--- config.mk ---
export PLATFORM = sky130hd
export DESIGN_NAME = exp6_mostra_sequencia
export DESIGN_NICKNAME = d
export VERILOG_FILES = /design/src/rtl/exp6_mostra_sequencia_pkg.sv /design/src/rtl/contador_timer.sv /design/src/rtl/exp6_mostra_sequencia.sv
export SDC_FILE = /design/constraint.sdc
export NUM_CORES = 1
export LEC_CHECK = 0
export BUFFER_PORTS_ARGS = -buffer_cell sky130_fd_sc_hd__buf_2
export CORE_ASPECT_RATIO = 0.8
export CORE_MARGIN = 4
export CORE_UTILIZATION = 44
export DETAILED_ROUTE_END_ITERATION = 10
export GPL_ROUTABILITY_DRIVEN = 0
export HOLD_SLACK_MARGIN = 0.03
export PLACE_DENSITY = 0.73
export SLEW_MARGIN = 20
export SYNTH_ARGS = -nofsm -noshare
export SYNTH_HDL_FRONTEND = slang
export SYNTH_HIERARCHICAL = 1
export SYNTH_SLANG_ARGS = --single-unit
--- constraint.sdc ---
create_clock -name clock -period 1.7 [get_ports clock]
set_clock_uncertainty 0.05 [all_clocks]
set_input_delay 0.34 -clock clock [delete_from_list [all_inputs] [get_ports clock]]
set_output_delay 0.34 -clock clock [all_outputs]
set_load 0.005 [all_outputs]
--- src/rtl/exp6_mostra_sequencia_pkg.sv ---
// Shared definitions for the sequence display block and the game control unit:
// state encodings, default phase durations and the phase-timer sizing helper.
package exp6_mostra_sequencia_pkg;

    // Default number of cycles an element stays lit, and dark cycles after it.
    localparam int unsigned T_ON_PADRAO  = 4;
    localparam int unsigned T_OFF_PADRAO = 2;

    // Debug code reported when the state register holds an unused encoding.
    localparam logic [3:0] DB_INVALIDO = 4'hF;

    // Sequence display states; the encodings are visible on db_estado.
    typedef enum logic [3:0] {
        StOcioso  = 4'd0,
        StPrepara = 4'd1,
        StAcende  = 4'd2,
        StApaga   = 4'd3,
        StAvanca  = 4'd4,
        StFim     = 4'd5
    } estado_t;

    // Timer width: enough bits to count 0..max(t_on,t_off)-1, at least one bit.
    function automatic int unsigned largura_timer(input int unsigned t_on,
                                                  input int unsigned t_off);
        int unsigned maior;
        maior = (t_on > t_off) ? t_on : t_off;
        return (maior > 1) ? $clog2(maior) : 1;
    endfunction

endpackage

--- src/rtl/contador_timer.sv ---
// Phase timer: modulo counter whose terminal value is chosen by the caller.
// o_fim flags the terminal count; counting past it returns to zero, so a phase
// ends with the counter already cleared for the next phase.
module contador_timer #(
    parameter int unsigned W = 2
) (
    input  logic         clock,
    input  logic         reset,
    input  logic         i_zera,
    input  logic         i_conta,
    input  logic [W-1:0] i_ultimo,
    output logic         o_fim
);

    logic [W-1:0] r_valor;
    logic [W-1:0] w_valor_prox;

    assign o_fim = (r_valor == i_ultimo);

    // Next count: clear has priority, then wrap at the terminal value.
    always_comb begin
        w_valor_prox = r_valor;
        if (i_zera) begin
            w_valor_prox = '0;
        end else if (i_conta) begin
            w_valor_prox = o_fim ? '0 : (r_valor + 1'b1);
        end
    end

    // Count register with asynchronous active-low reset.
    always_ff @(posedge clock or negedge reset) begin
        if (!reset) begin
            r_valor <= '0;
        end else begin
            r_valor <= w_valor_prox;
        end
    end

endmodule

--- src/rtl/exp6_mostra_sequencia.sv ---
// Sequence display: shows memory entries 0..limite one at a time on leds,
// each lit for T_ON cycles followed by T_OFF dark cycles, then pulses pronto.
module exp6_mostra_sequencia
    import exp6_mostra_sequencia_pkg::*;
#(
    parameter int unsigned T_ON  = T_ON_PADRAO,
    parameter int unsigned T_OFF = T_OFF_PADRAO
) (
    input  logic       clock,
    input  logic       reset,
    input  logic       iniciar,
    input  logic       cancelar,
    input  logic [3:0] limite,
    input  logic [3:0] dado_mem,
    output logic [3:0] endereco,
    output logic [3:0] leds,
    output logic       mostrando,
    output logic       pronto,
    output logic [3:0] db_estado
);

    localparam int unsigned   TW      = largura_timer(T_ON, T_OFF);
    localparam logic [TW-1:0] ULT_ON  = TW'(T_ON - 1);
    localparam logic [TW-1:0] ULT_OFF = TW'(T_OFF - 1);

    estado_t       r_estado;
    estado_t       w_estado_prox;
    logic [3:0]    r_endereco;
    logic [3:0]    r_limite;
    logic          w_timer_zera;
    logic          w_timer_conta;
    logic          w_timer_fim;
    logic [TW-1:0] w_timer_ultimo;

    // Terminal count depends on which phase is being timed.
    assign w_timer_ultimo = (r_estado == StApaga) ? ULT_OFF : ULT_ON;

    contador_timer #(
        .W (TW)
    ) u_timer (
        .clock    (clock),
        .reset    (reset),
        .i_zera   (w_timer_zera),
        .i_conta  (w_timer_conta),
        .i_ultimo (w_timer_ultimo),
        .o_fim    (w_timer_fim)
    );

    // Next-state and timer control; cancelar overrides every transition.
    always_comb begin
        w_estado_prox = r_estado;
        w_timer_zera  = 1'b1;
        w_timer_conta = 1'b0;
        case (r_estado)
            StOcioso: begin
                if (iniciar) begin
                    w_estado_prox = StPrepara;
                end
            end
            StPrepara: begin
                w_estado_prox = StAcende;
            end
            StAcende: begin
                w_timer_zera  = 1'b0;
                w_timer_conta = 1'b1;
                if (w_timer_fim) begin
                    w_estado_prox = StApaga;
                end
            end
            StApaga: begin
                w_timer_zera  = 1'b0;
                w_timer_conta = 1'b1;
                if (w_timer_fim) begin
                    w_estado_prox = (r_endereco == r_limite) ? StFim : StAvanca;
                end
            end
            StAvanca: begin
                w_estado_prox = StAcende;
            end
            StFim: begin
                w_estado_prox = StOcioso;
            end
            default: begin
                w_estado_prox = StOcioso;
            end
        endcase
        if (cancelar) begin
            w_estado_prox = StOcioso;
            w_timer_zera  = 1'b1;
            w_timer_conta = 1'b0;
        end
    end

    // State register.
    always_ff @(posedge clock or negedge reset) begin
        if (!reset) begin
            r_estado <= StOcioso;
        end else begin
            r_estado <= w_estado_prox;
        end
    end

    // Address counter and latched limit; an abort freezes both where they are.
    always_ff @(posedge clock or negedge reset) begin
        if (!reset) begin
            r_endereco <= '0;
            r_limite   <= '0;
        end else if (!cancelar) begin
            if (r_estado == StPrepara) begin
                r_endereco <= '0;
                r_limite   <= limite;
            end else if (r_estado == StAvanca) begin
                r_endereco <= r_endereco + 1'b1;
            end
        end
    end

    assign endereco = r_endereco;

    // Moore outputs from the state; only ACENDE forwards memory data to leds.
    always_comb begin
        leds      = '0;
        mostrando = 1'b0;
        pronto    = 1'b0;
        db_estado = r_estado;
        case (r_estado)
            StOcioso: begin
                mostrando = 1'b0;
            end
            StPrepara, StApaga, StAvanca: begin
                mostrando = 1'b1;
            end
            StAcende: begin
                mostrando = 1'b1;
                leds      = dado_mem;
            end
            StFim: begin
                pronto = 1'b1;
            end
            default: begin
                db_estado = DB_INVALIDO;
            end
        endcase
    end

endmodule

# --- Word-level counts from Yosys, hierarchy flattened ---
# Cells that the tools add are included.
# W data, S select, Z words.
word_totals:
  register_bits: 14
  latch_bits: 0
  mem_bits_rw: 0
  rom_bits: 0
  in_bits: 12
  out_inout_bits: 14
  elab_cells: 47
  n_memories: 0
op_classes:
  addsub: 2
  mul: 0
  div: 0
  magnitude_cmp: 0
  n_eq_ne: 10
  n_shift: 0
  muxes: 20
  bitwise_logic: 1
  reduce_logical: 10
op_table:
  columns: ["operator", "count"]
  rows:
  - ["$mux W4", 8]
  - ["$pmux W4 S4", 1]
  - ["$eq A4 B2 Y1 const B", 2]
  - ["$eq A4 B3 Y1 const B", 2]
  - ["$mux W2", 4]
  - ["$mux W1", 7]
  - ["$ne A3 B2 Y1 const B", 2]
  - ["$reduce_or A6 Y1", 1]
  - ["$add A4 B1 Y4 const B", 1]
  - ["$eq A4 B1 Y1 const B", 1]
  - ["$eq A4 B4 Y1", 1]
  - ["$logic_not A4 Y1", 1]
  - ["$reduce_and A2 Y1", 2]
  - ["$reduce_bool A2 Y1", 2]
  - ["$reduce_or A2 Y1", 2]
  - ["$reduce_or A4 Y1", 1]
  - ["$ne A3 B3 Y1 const B", 1]
  - ["$reduce_and A3 Y1", 1]
  - ["$add A2 B1 Y2 const B", 1]
  - ["$eq A2 B2 Y1", 1]
  - ["$not A1 Y1", 1]

# --- Longest topological paths before layout ---
depth:
  depth_word: 6
  ltp_mapped: 8
  depth_no_buf: 7

# --- Hierarchy ---
# Netlist, hierarchy kept.
by_module_without_submodules:
  columns: ["module", "n_inst", "cells_per_inst", "area_each_um2", "seq_area_each_um2"]
  rows:
  - ["exp6_mostra_sequencia", 1, 76, 686.9, 275.3]
  - ["contador_timer", 1, 14, 126.4, 50.0]

# --- Worst setup path after synthesis ---
# No wires, ideal clock.
synth_path:
  path_kind: "reg2reg"
  start: "reg r_estado[0]"
  end: "reg r_estado[0]"
  setup_time_ns: 0.130
  t_arrival_ns: 1.567
  required_ns: 1.520
  slack_ns: -0.047
  stages_incl_launch_ff: 9
  n_path_buf: 2
  cell_sequence: "dfrtp_1 buf_2 clkbuf_1 nand3_1 xor2_1 nor2_1 xor2_1 a22oi_1 o22ai_1"
synth_via:
  elab_chain_len: 5
  word_cells_on_any_way: 14
  classes_between: "eq/ne: 8; mux: 3; reduce/logical: 3"
synth_rtl:
  columns: ["element", "line", "source"]
  rows:
  - ["start: declaration", "exp6_mostra_sequencia.sv:26", "estado_t r_estado;"]
  - ["start signal: assignment", "exp6_mostra_sequencia.sv:97", "r_estado <= StOcioso;"]
  - ["start signal: assignment", "exp6_mostra_sequencia.sv:99", "r_estado <= w_estado_prox;"]
  - ["$eq A4 B2 Y1 *", "exp6_mostra_sequencia.sv:36", "assign w_timer_ultimo = (r_estado == StApaga) ? ULT_OFF : ULT_ON;"]
  - ["$mux W2 *", "exp6_mostra_sequencia.sv:36", null]
  - ["net w_timer_ultimo[1]", "exp6_mostra_sequencia.sv:33", "logic [TW-1:0] w_timer_ultimo;"]
  - ["$eq A2 B2 Y1 *", "contador_timer.sv:18", "assign o_fim = (r_valor == i_ultimo);"]
  - ["net w_timer_fim", "exp6_mostra_sequencia.sv:32", "logic w_timer_fim;"]
  - ["$ne A3 B2 Y1 (no source line)", null, null]
  - ["$reduce_and A3 Y1 (no source line) *", null, null]
# The timed path passes the listed nets; every way through them passes the cells marked *.
# A chain may end at the register's enable or synchronous reset.

# --- Final worst setup path ---
layout_path:
  start: "reg r_estado[1]"
  end: "out db_estado[0]"
layout_via:
  elab_chain_len: 3
  word_cells_on_any_way: 8
  classes_between: "eq/ne: 5; mux: 1; reduce/logical: 2"
layout_rtl:
  columns: ["element", "line", "source"]
  rows:
  - ["$eq A4 B2 Y1 (tied with other cells)", "exp6_mostra_sequencia.sv:126", "case (r_estado)"]
  - ["$reduce_or A6 Y1 (no source line) *", null, null]
  - ["$mux W4 *", "exp6_mostra_sequencia.sv:126", null]
  - ["end: declaration", "exp6_mostra_sequencia.sv:19", "output logic [3:0] db_estado"]
# Every way passes the cells marked *; elsewhere a longest branch is shown, timed or not.

==> results.sh <==
export IMPL_synthArstFlopShare_pct=100
export IMPL_status="completed"
export IMPL_p_leak_nw=0.590
export IMPL_grt_first_pass_wirelength_um=3170
export IMPL_power_density_mw_per_mm2=763
export IMPL_die_y_um=46.5
export IMPL_vias_per_cell=5.21
export IMPL_fin_util_pct=70.9
export IMPL_crit_path_max_fanout=5
export IMPL_cts_root_buffer="clkbuf_4"
export IMPL_dieArea_sq_mm=0.00260
export IMPL_antenna_cells=0
export IMPL_final_nets=146
export IMPL_dieWidth_um=56.1
export IMPL_setup_viol=0
export IMPL_critPathArrivalTime_ps=1290
export IMPL_synthTopCellsByCount="13 x dfrtp_1, 7 x nand2_1"
export IMPL_synth_distinct_cells=35
export IMPL_final_hold_viol_count=0
export IMPL_whs_ps=248
export IMPL_post_synth_top_count_cell="dfrtp_1"
export IMPL_cts_sinks=13
export IMPL_syn_cell_area_sq_um=813
export IMPL_critPathSlowestCell="dfrtp_1"
export IMPL_grt_antenna_before_repair=0
export IMPL_endpoint_kind="output port"
export IMPL_layout_drive_gt1_share_pct=48.5
export IMPL_crit_chain="buf_6 -> and2_4 -> or2_1 -> buf_2"
export IMPL_crit_type="reg -> out"
export IMPL_dp_slack_ps=83.3
export IMPL_io_buffers=25
export IMPL_clk_pin_slew_ps=80
export IMPL_syn_inst=90
export IMPL_htreeDepth=1
export IMPL_syn_area_per_cell_sq_um=9.04
export IMPL_max_freq_mhz=595
export IMPL_grt_pass1_vias=700
export IMPL_synth_edf_count=0
export IMPL_critical_path_required_ps=1310
export IMPL_synth_top_area_share_pct=40.0
export IMPL_num_fill_cells=133
export IMPL_yosys_warnings=6
export IMPL_path_buf_inv=2
export IMPL_area_growth_pct=47.4
export IMPL_ys_seq_area_share_pct=40.0
export IMPL_wl_um=2020
export IMPL_rsz0062_at_grt="yes"
export IMPL_num_vias=802
export IMPL_fin_crit_ps=1680
export IMPL_post_route_period_util_pct=98.9
export IMPL_ir_worst_vdd_uv=767
export IMPL_cap_violations=0
export IMPL_dr_pass1_iters=4
export IMPL_clockBufferDepth=2
export IMPL_grt_total_usage_pct=16.1
export IMPL_critPathLaunchType="register"
export IMPL_setup_ws_ps=19.1
export IMPL_synth_seq_cells=13
export IMPL_route_detailed_wl_per_inst_um=13.1
export IMPL_synthTopCellsByArea="dfrtp_1 40%, mux2_2 6.9%, xnor2_1 5.4%"
export IMPL_floorplan_initialDensity_pct=48.1
export IMPL_drtIter0Drc=20
export IMPL_grt_max_degree=14
export IMPL_cts_tree="yes"
export IMPL_hp_class="in -> reg"
export IMPL_drv_slew=0
export IMPL_synthFlopType="dfrtp_1"
export IMPL_ant_nets=0
export IMPL_yosys_area_top_type="dfrtp_1"
export IMPL_cp_slowest_stage_delay_ps=420
export IMPL_crit_family="flip-flops"
export IMPL_dp_hpwl_um=1440
export IMPL_rows=13
export IMPL_setup_tns_ps=0
export IMPL_drc_errors=0
export IMPL_cts_buffers=3
export IMPL_gr_total_overflow=0
export IMPL_insertion_delay_ps=270
export IMPL_io_pins=26
export IMPL_fp_coreArea_sq_mm=0.00169
==> layout make-up <==
cell class                      count  area, sq um  share of cell area (%)
Clock buffer                        4         26.3                    2.19
Timing Repair Buffer               41          278                    23.2
Sequential cell                    13          327                    27.2
Tap cell                           22         27.5                    2.30
Inverter                            5         18.8                    1.57
Multi-Input combinational cell     69          522                    43.5
==> power by group <==
part           switching (mW)  total (mW)  internal, mW
clock network          0.0962       0.187        0.0909
registers              0.0594       0.422         0.362
logic                   0.129       0.306         0.177
==> layer usage <==
layer	global-route usage, %	routed length, um	vias to the layer above
met5	0	0	-
met4	2.84	11	0
met3	7.00	205	2
met2	26.6	966	34
met1	20.1	839	377
li1	-	-	389
==> stage by stage <==
| step | instance area, sq um | instances | power [mW] |
|---|---|---|---|
| 2_1_floorplan | 827 | 93 | 0.598 |
| 3_3_place_gp | 1010 | 141 | 0.680 |
| 3_5_place_dp | 1010 | 141 | 0.692 |
| 4_1_cts | 1090 | 148 | 0.896 |
| 5_1_grt | 1200 | 154 | 0.986 |
| 6_report | 1200 | 154 | 0.915 |
==> state kept, by name, indices dropped and copies added, names as in the netlist <==
register	flops
endereco	4
r_limite	4
r_estado	3
u_timer/r_valor	2
==> kinds of logic after synthesis <==
group / count (synthesis) / synth area share, %
mux: 5 / 6.92
fa+ha+maj: 1 / 1.54
other cells: 1 / 0.461
flops: 13 / 40.0
compound gates: 17 / 13.8
simple gates: 34 / 23.4
xor+xnor: 8 / 8.62
buf+inv: 11 / 5.23
==> worst paths after layout <==
kind	start	end	slack [ps]	cells past startpoint
setup / recovery	r_estado[1]$_DFFE_PN0P_	db_estado[0]	20	4
hold / removal	limite[0]	r_limite[0]$_DFFE_PN0P_	250	2
setup reg to reg	r_estado[2]$_DFFE_PN0P_	r_estado[1]$_DFFE_PN0P_	60	9
hold reg to reg	r_limite[0]$_DFFE_PN0P_	r_limite[0]$_DFFE_PN0P_	480	1
max in group asynchronous	reset	r_estado[2]$_DFFE_PN0P_	910	2
min in group asynchronous	reset	endereco[1]$_DFFE_PN0P_	430	2
==> worst register-to-register path, cell delays in order, from the launching register on <==
cell,delay (ps)
dfrtp_2,410
buf_4,170
inv_2,60
nand3_2,100
xor2_2,210
nor2_2,60
buf_4,140
nand2_1,60
nand2_1,60
a221oi_2,230
==> cells in the final DEF, fill, tap and decap left out, drive strengths merged, types with 3 or more instances in the layout <==
cell	count
clkbuf	4
and2	5
nand3	4
nand2	7
o21ai	5
buf	40
nand2b	4
nor2	5
dfrtp	13
xnor2	5
inv	5
mux2	5
xor2	3
conb	4
==> what timing repair did <==
item,4_1_cts,5_1_grt
gates resized for setup,9,14
pin swaps,3,9
endpoints found under the setup margin,6,10
endpoints found under the hold margin,13,0
hold buffers,1,0
setup buffers,2,5
gates cloned,0,1
Note: power is estimated with default switching activity, not from simulation.
